==> src/rtl/alarm_timer_scheduler.sv <==
// Interval sequencer for the car-alarm one-second divider: holds four programmable
// intervals, restarts the divider and counts the selected interval down to expiry.
// Optional feature: define TIMER_PAUSE_EN to add a `pause` input that freezes the countdown.
module alarm_timer_scheduler #(
    parameter int VAL_W = 4,
    parameter int DEF0  = 6,
    parameter int DEF1  = 8,
    parameter int DEF2  = 15,
    parameter int DEF3  = 10
) (
    input  logic             clock,
    input  logic             reset_n,
    input  logic             one_hz_enable,
    input  logic             start,
    input  logic [1:0]       interval_sel,
    input  logic             abort,
    input  logic             prog_write,
    input  logic [1:0]       prog_sel,
    input  logic [VAL_W-1:0] prog_value,
`ifdef TIMER_PAUSE_EN
    input  logic             pause,
`endif
    output logic             start_timer,
    output logic             expired,
    output logic             busy,
    output logic [VAL_W-1:0] remaining,
    output logic [1:0]       active_sel
);

    typedef enum logic [1:0] {
        S_IDLE,
        S_LOAD,
        S_COUNT,
        S_DONE
    } state_t;

    state_t           r_state;
    logic [VAL_W-1:0] r_intv [4];
    logic             r_start_timer;
    logic             r_expired;
    logic             r_busy;
    logic [VAL_W-1:0] r_remaining;
    logic [1:0]       r_active_sel;

    logic             w_tick;
    logic             w_resume;

`ifdef TIMER_PAUSE_EN
    logic r_pause_q;

    assign w_tick   = one_hz_enable & ~pause;
    assign w_resume = r_pause_q & ~pause;

    always_ff @(posedge clock) begin
        if (!reset_n) r_pause_q <= 1'b0;
        else          r_pause_q <= pause;
    end
`else
    assign w_tick   = one_hz_enable;
    assign w_resume = 1'b0;
`endif

    // NOTE: this small register file is reset on purpose -- the defaults are real
    // configuration values, and reset must discard anything programmed since.
    always_ff @(posedge clock) begin
        if (!reset_n) begin
            r_intv[0] <= VAL_W'(DEF0);
            r_intv[1] <= VAL_W'(DEF1);
            r_intv[2] <= VAL_W'(DEF2);
            r_intv[3] <= VAL_W'(DEF3);
        end else if (prog_write) begin
            r_intv[prog_sel] <= prog_value;
        end
    end

    // NOTE: all state is updated with non-blocking assignments, so every branch below
    // reads the pre-edge values of r_state, r_remaining and r_intv.
    always_ff @(posedge clock) begin
        if (!reset_n) begin
            r_state       <= S_IDLE;
            r_start_timer <= 1'b0;
            r_expired     <= 1'b0;
            r_busy        <= 1'b0;
            r_remaining   <= '0;
            r_active_sel  <= 2'd0;
        end else begin
            // Pulse outputs default low; only the branches that raise them override.
            r_start_timer <= 1'b0;
            r_expired     <= 1'b0;

            case (r_state)
                S_IDLE: begin
                    if (start && !abort) begin
                        r_state       <= S_LOAD;
                        r_active_sel  <= interval_sel;
                        r_start_timer <= 1'b1;
                        r_busy        <= 1'b1;
                    end
                end

                S_LOAD: begin
                    if (abort) begin
                        r_state     <= S_IDLE;
                        r_remaining <= '0;
                        r_busy      <= 1'b0;
                    end else if (start) begin
                        r_state       <= S_LOAD;
                        r_active_sel  <= interval_sel;
                        r_start_timer <= 1'b1;
                    end else begin
                        // Any tick here is dropped: the divider restarts from zero.
                        r_remaining <= r_intv[r_active_sel];
                        if (r_intv[r_active_sel] == '0) begin
                            r_state   <= S_DONE;
                            r_expired <= 1'b1;
                        end else begin
                            r_state <= S_COUNT;
                        end
                    end
                end

                S_COUNT: begin
                    if (abort) begin
                        r_state     <= S_IDLE;
                        r_remaining <= '0;
                        r_busy      <= 1'b0;
                    end else if (start) begin
                        r_state       <= S_LOAD;
                        r_active_sel  <= interval_sel;
                        r_start_timer <= 1'b1;
                    end else begin
                        if (w_resume) begin
                            r_start_timer <= 1'b1;
                        end
                        if (w_tick && r_remaining != '0) begin
                            r_remaining <= r_remaining - 1'b1;
                            if (r_remaining == VAL_W'(1)) begin
                                r_state   <= S_DONE;
                                r_expired <= 1'b1;
                            end
                        end
                    end
                end

                S_DONE: begin
                    if (start && !abort) begin
                        r_state       <= S_LOAD;
                        r_active_sel  <= interval_sel;
                        r_start_timer <= 1'b1;
                    end else begin
                        r_state <= S_IDLE;
                        r_busy  <= 1'b0;
                    end
                end

                default: begin
                    r_state     <= S_IDLE;
                    r_remaining <= '0;
                    r_busy      <= 1'b0;
                end
            endcase
        end
    end

    assign start_timer = r_start_timer;
    assign expired     = r_expired;
    assign busy        = r_busy;
    assign remaining   = r_remaining;
    assign active_sel  = r_active_sel;

endmodule

==> config.mk <==
export PLATFORM = sky130hd
export DESIGN_NAME = alarm_timer_scheduler
export DESIGN_NICKNAME = d
export VERILOG_FILES = /design/src/rtl/alarm_timer_scheduler.sv
export SDC_FILE = /design/constraint.sdc
export NUM_CORES = 1
export LEC_CHECK = 0
export ABC_AREA = 1
export CAP_MARGIN = 20
export CORE_MARGIN = 2
export CORE_UTILIZATION = 39
export DETAILED_ROUTE_END_ITERATION = 10
export GPL_TIMING_DRIVEN = 0
export PLACE_DENSITY_LB_ADDON = 0.3
export SLEW_MARGIN = 15
export SYNTH_ARGS = -nofsm -noshare
export SYNTH_HDL_FRONTEND = slang
export SYNTH_SLANG_ARGS = --single-unit
==> constraint.sdc <==
create_clock -name clock -period 1.66 [get_ports clock]
set_clock_uncertainty 0.2 [all_clocks]
set_input_delay 0.166 -clock clock [delete_from_list [all_inputs] [get_ports clock]]
set_output_delay 0.166 -clock clock [all_outputs]
set_load 0.05 [all_outputs]
==> impl_metrics.tcl <==
set metrics [dict create \
    reg2reg_from "remaining[0]" \
    io_buffers 22 \
    ys_warn_count 0 \
    dr.pass1.iters 4 \
    hold_buffers 0 \
    hp-class "in2reg" \
    synth.avg_cell_area_sq_um 8.212 \
    grt_pass1_wl_mm 5.002 \
    cp_max_fo 5 \
    status "finished, final reports clean" \
    drv_slew 0 \
    setup_violations 0 \
    drc 0 \
    root_buffer "clkbuf_8" \
    drive_gt1_frac 0.1690 \
    crit_family "buffers and inverters" \
    core_sq_mm 0.003661 \
    gp_congestion 0.8778 \
    vias 1184 \
    ant_nets 0 \
    vdd_ir_drop_max_v 0.0005566 \
    synth_top_cell_area_share 0.3232 \
    htree_levels 2 \
    antennaDiodeCount 0 \
    finalPower_uw 1976 \
    asyncSetResetFlopFracSynth 0 \
    synth_area_sq_mm 0.001486 \
    grt_pass1_vias 1150 \
    path_class "reg2out" \
    tightest_slew_ns 0.4933 \
    post_dp_cell_area_sq_mm 0.001774 \
    start_util 0.4060 \
    fill_cells 345 \
    cts_made_buffers 5 \
    pin_count 23 \
    drtIter0Drc 60 \
    rsz0062_at_grt "no" \
    cts_buffer_depth 2 \
    critPathLaunchType "flip-flop" \
    clkSinkCount 29 \
    avgViaCountPerCell 4.536 \
    max_stage_delay_ns 0.55 \
    netlist_top_cells_area "edfxtp_1 32%, dfxtp_1 18%, nand2_1 11%, nor2_1 7.8%, ha_1 5.9%" \
    grt.overflow.total 0 \
    setup_ws_ns 0.06663 \
    synthTopCellsByCount "44 x nand2_1, 31 x nor2_1, 18 x inv_1" \
    path_cells "dlygate4sd2_1" \
    hpwl_mm 2.175 \
    place_ws_ns -0.3716 \
    die-area_sq_mm 0.004321 \
    synth_edf_count 16 \
    grt_max_degree 11 \
    synth_top_cell_by_area "edfxtp_1" \
    p_per_area_mw_per_mm2 1010 \
    antenna_found_initial 0 \
    required_ns 1.29 \
    fin_nets 233 \
    clkTransAtPathRegs_ns 0.07 \
    max-slew-margin-rel 0.6724 \
    area_growth_pct 31.57 \
    dieHeight_microns 65.74 \
    cts_tree "yes" \
    clk_latency_ns 0.27 \
    wl_per_cell_microns 11.08 \
    hold_violations 0 \
    worst-r2r-setup-slack_ns 0.11 \
    fp.dieW_microns 65.74 \
    r2r_cells 7 \
    cpMaxStageDelayCell "dlygate4sd2_1" \
    fin_util 0.5342 \
    synth_nets 202 \
    r2r-end "r_state[0]" \
    postLayoutCellArea_sq_mm 0.001956 \
    fin_crit_sh 0.9599 \
    ys_seq_elements 29 \
    synthMostInstantiatedCell "nand2_1" \
    netlist_instances 181 \
    synth_ff_type "edfxtp_1" \
    p_leak_uw 0.0008723 \
    wl_mm 2.893 \
    fmax_mhz 627.6 \
    end_kind "primary output" \
    critPathCapture "remaining[2]" \
    fp-row-count 22 \
    ys_seq_area_frac 0.4983 \
    startpoint "remaining[2]" \
    synthDistinctLibCells 28 \
    path_depth 1 \
    min_from "reset_n" \
    grtUsageTotal 0.1563 \
    cp_num_buf_inv 1 \
    fin_worst_hold_slack_ns 0.06496 \
    worst_ep_arrival_time_ns 1.23 \
    period_minus_slack_ns 1.593 \
    max_cap_viol_count 0 \
]
[worst min-delay path, cell delays in order]
cell and delay, ns:
dlymetal6s2s_1 0.17, o21ai_1 0.11, a21oi_1 0.06
[report_power, final]
group / total (uW) / internal, uW / switching [uW]
clock network: 763 / 487 / 275
registers: 845 / 816 / 29.4
logic: 368 / 136 / 232
total: 1980 / 1440 / 537
[flip-flops by register name (all words and copies together) (netlist names), named ones only]
| name | count |
|---|---|
| r_intv | 16 |
| busy | 1 |
| active_sel | 2 |
| expired | 1 |
| start_timer | 1 |
| remaining | 4 |
| r_state | 2 |
[worst min-delay path by stage]
stage | to | depth (start not counted) | slack (ns)
floorplan | r_state[0] | 2 | 0.11
global placement | remaining[1] | 2 | 0.31
detailed placement | remaining[1] | 2 | 0.31
CTS | active_sel[1] | 3 | 0.29
global route | r_state[0] | 3 | 0.1
finish | r_state[0] | 3 | 0.06
[layout make-up]
| class | count | area [sq um] | area share |
|---|---|---|---|
| Sequential cell | 29 | 749.5 | 0.3832 |
| Clock inverter | 2 | 37.54 | 0.01919 |
| Multi-Input combinational cell | 126 | 689.4 | 0.3525 |
| Buffer | 2 | 12.51 | 0.006398 |
| Timing Repair Buffer | 24 | 229.0 | 0.1171 |
| Clock buffer | 6 | 82.58 | 0.04223 |
| Inverter | 24 | 95.09 | 0.04862 |
| Tap cell | 48 | 60.06 | 0.03071 |
[per-stage QoR]
step,cells,setup TNS [ns]
after floorplan,181,0
after global placement,251,-6.516
after detailed placement,251,-6.215
after CTS,259,0
after global routing,261,0
final,261,0
[cell families after synthesis]
kind of cell	synth area share
compound gates	0.08670
buf+inv	0.06987
xor+xnor	0.005893
simple gates	0.2803
flops	0.4983
fa+ha+maj	0.05892
[what timing repair did]
item,in CTS,in global routing
gates cloned,0,0
pin swaps,0,2
buffers inserted,0,2
endpoints found under the setup margin,16,29
resized for setup,12,15
[routing by layer]
layer  GRT usage  wire length, microns
met3     0.04795                   108
met2      0.2462                  1348
met4     0.07031                    19
met1      0.1957                  1417
met5           0                     0
[cells in the final DEF, fill, tap and decap left out, drive strengths merged, types with 2 or more instances in the layout]
| master | netlist | routed |
|---|---|---|
| inv | 24 | 24 |
| dfxtp | 13 | 13 |
| clkdlybuf4s50 | 0 | 11 |
| buf | 1 | 3 |
| dlymetal6s2s | 0 | 2 |
| nand3 | 11 | 11 |
| edfxtp | 16 | 16 |
| a21oi | 5 | 5 |
| nor2 | 33 | 33 |
| o21ai | 10 | 10 |
| ha | 7 | 7 |
| dlygate4sd2 | 0 | 9 |
| nand2 | 46 | 46 |
| clkbuf | 1 | 7 |
| nor3 | 5 | 5 |
| o22ai | 2 | 2 |
(Power assumes the default switching activity.)
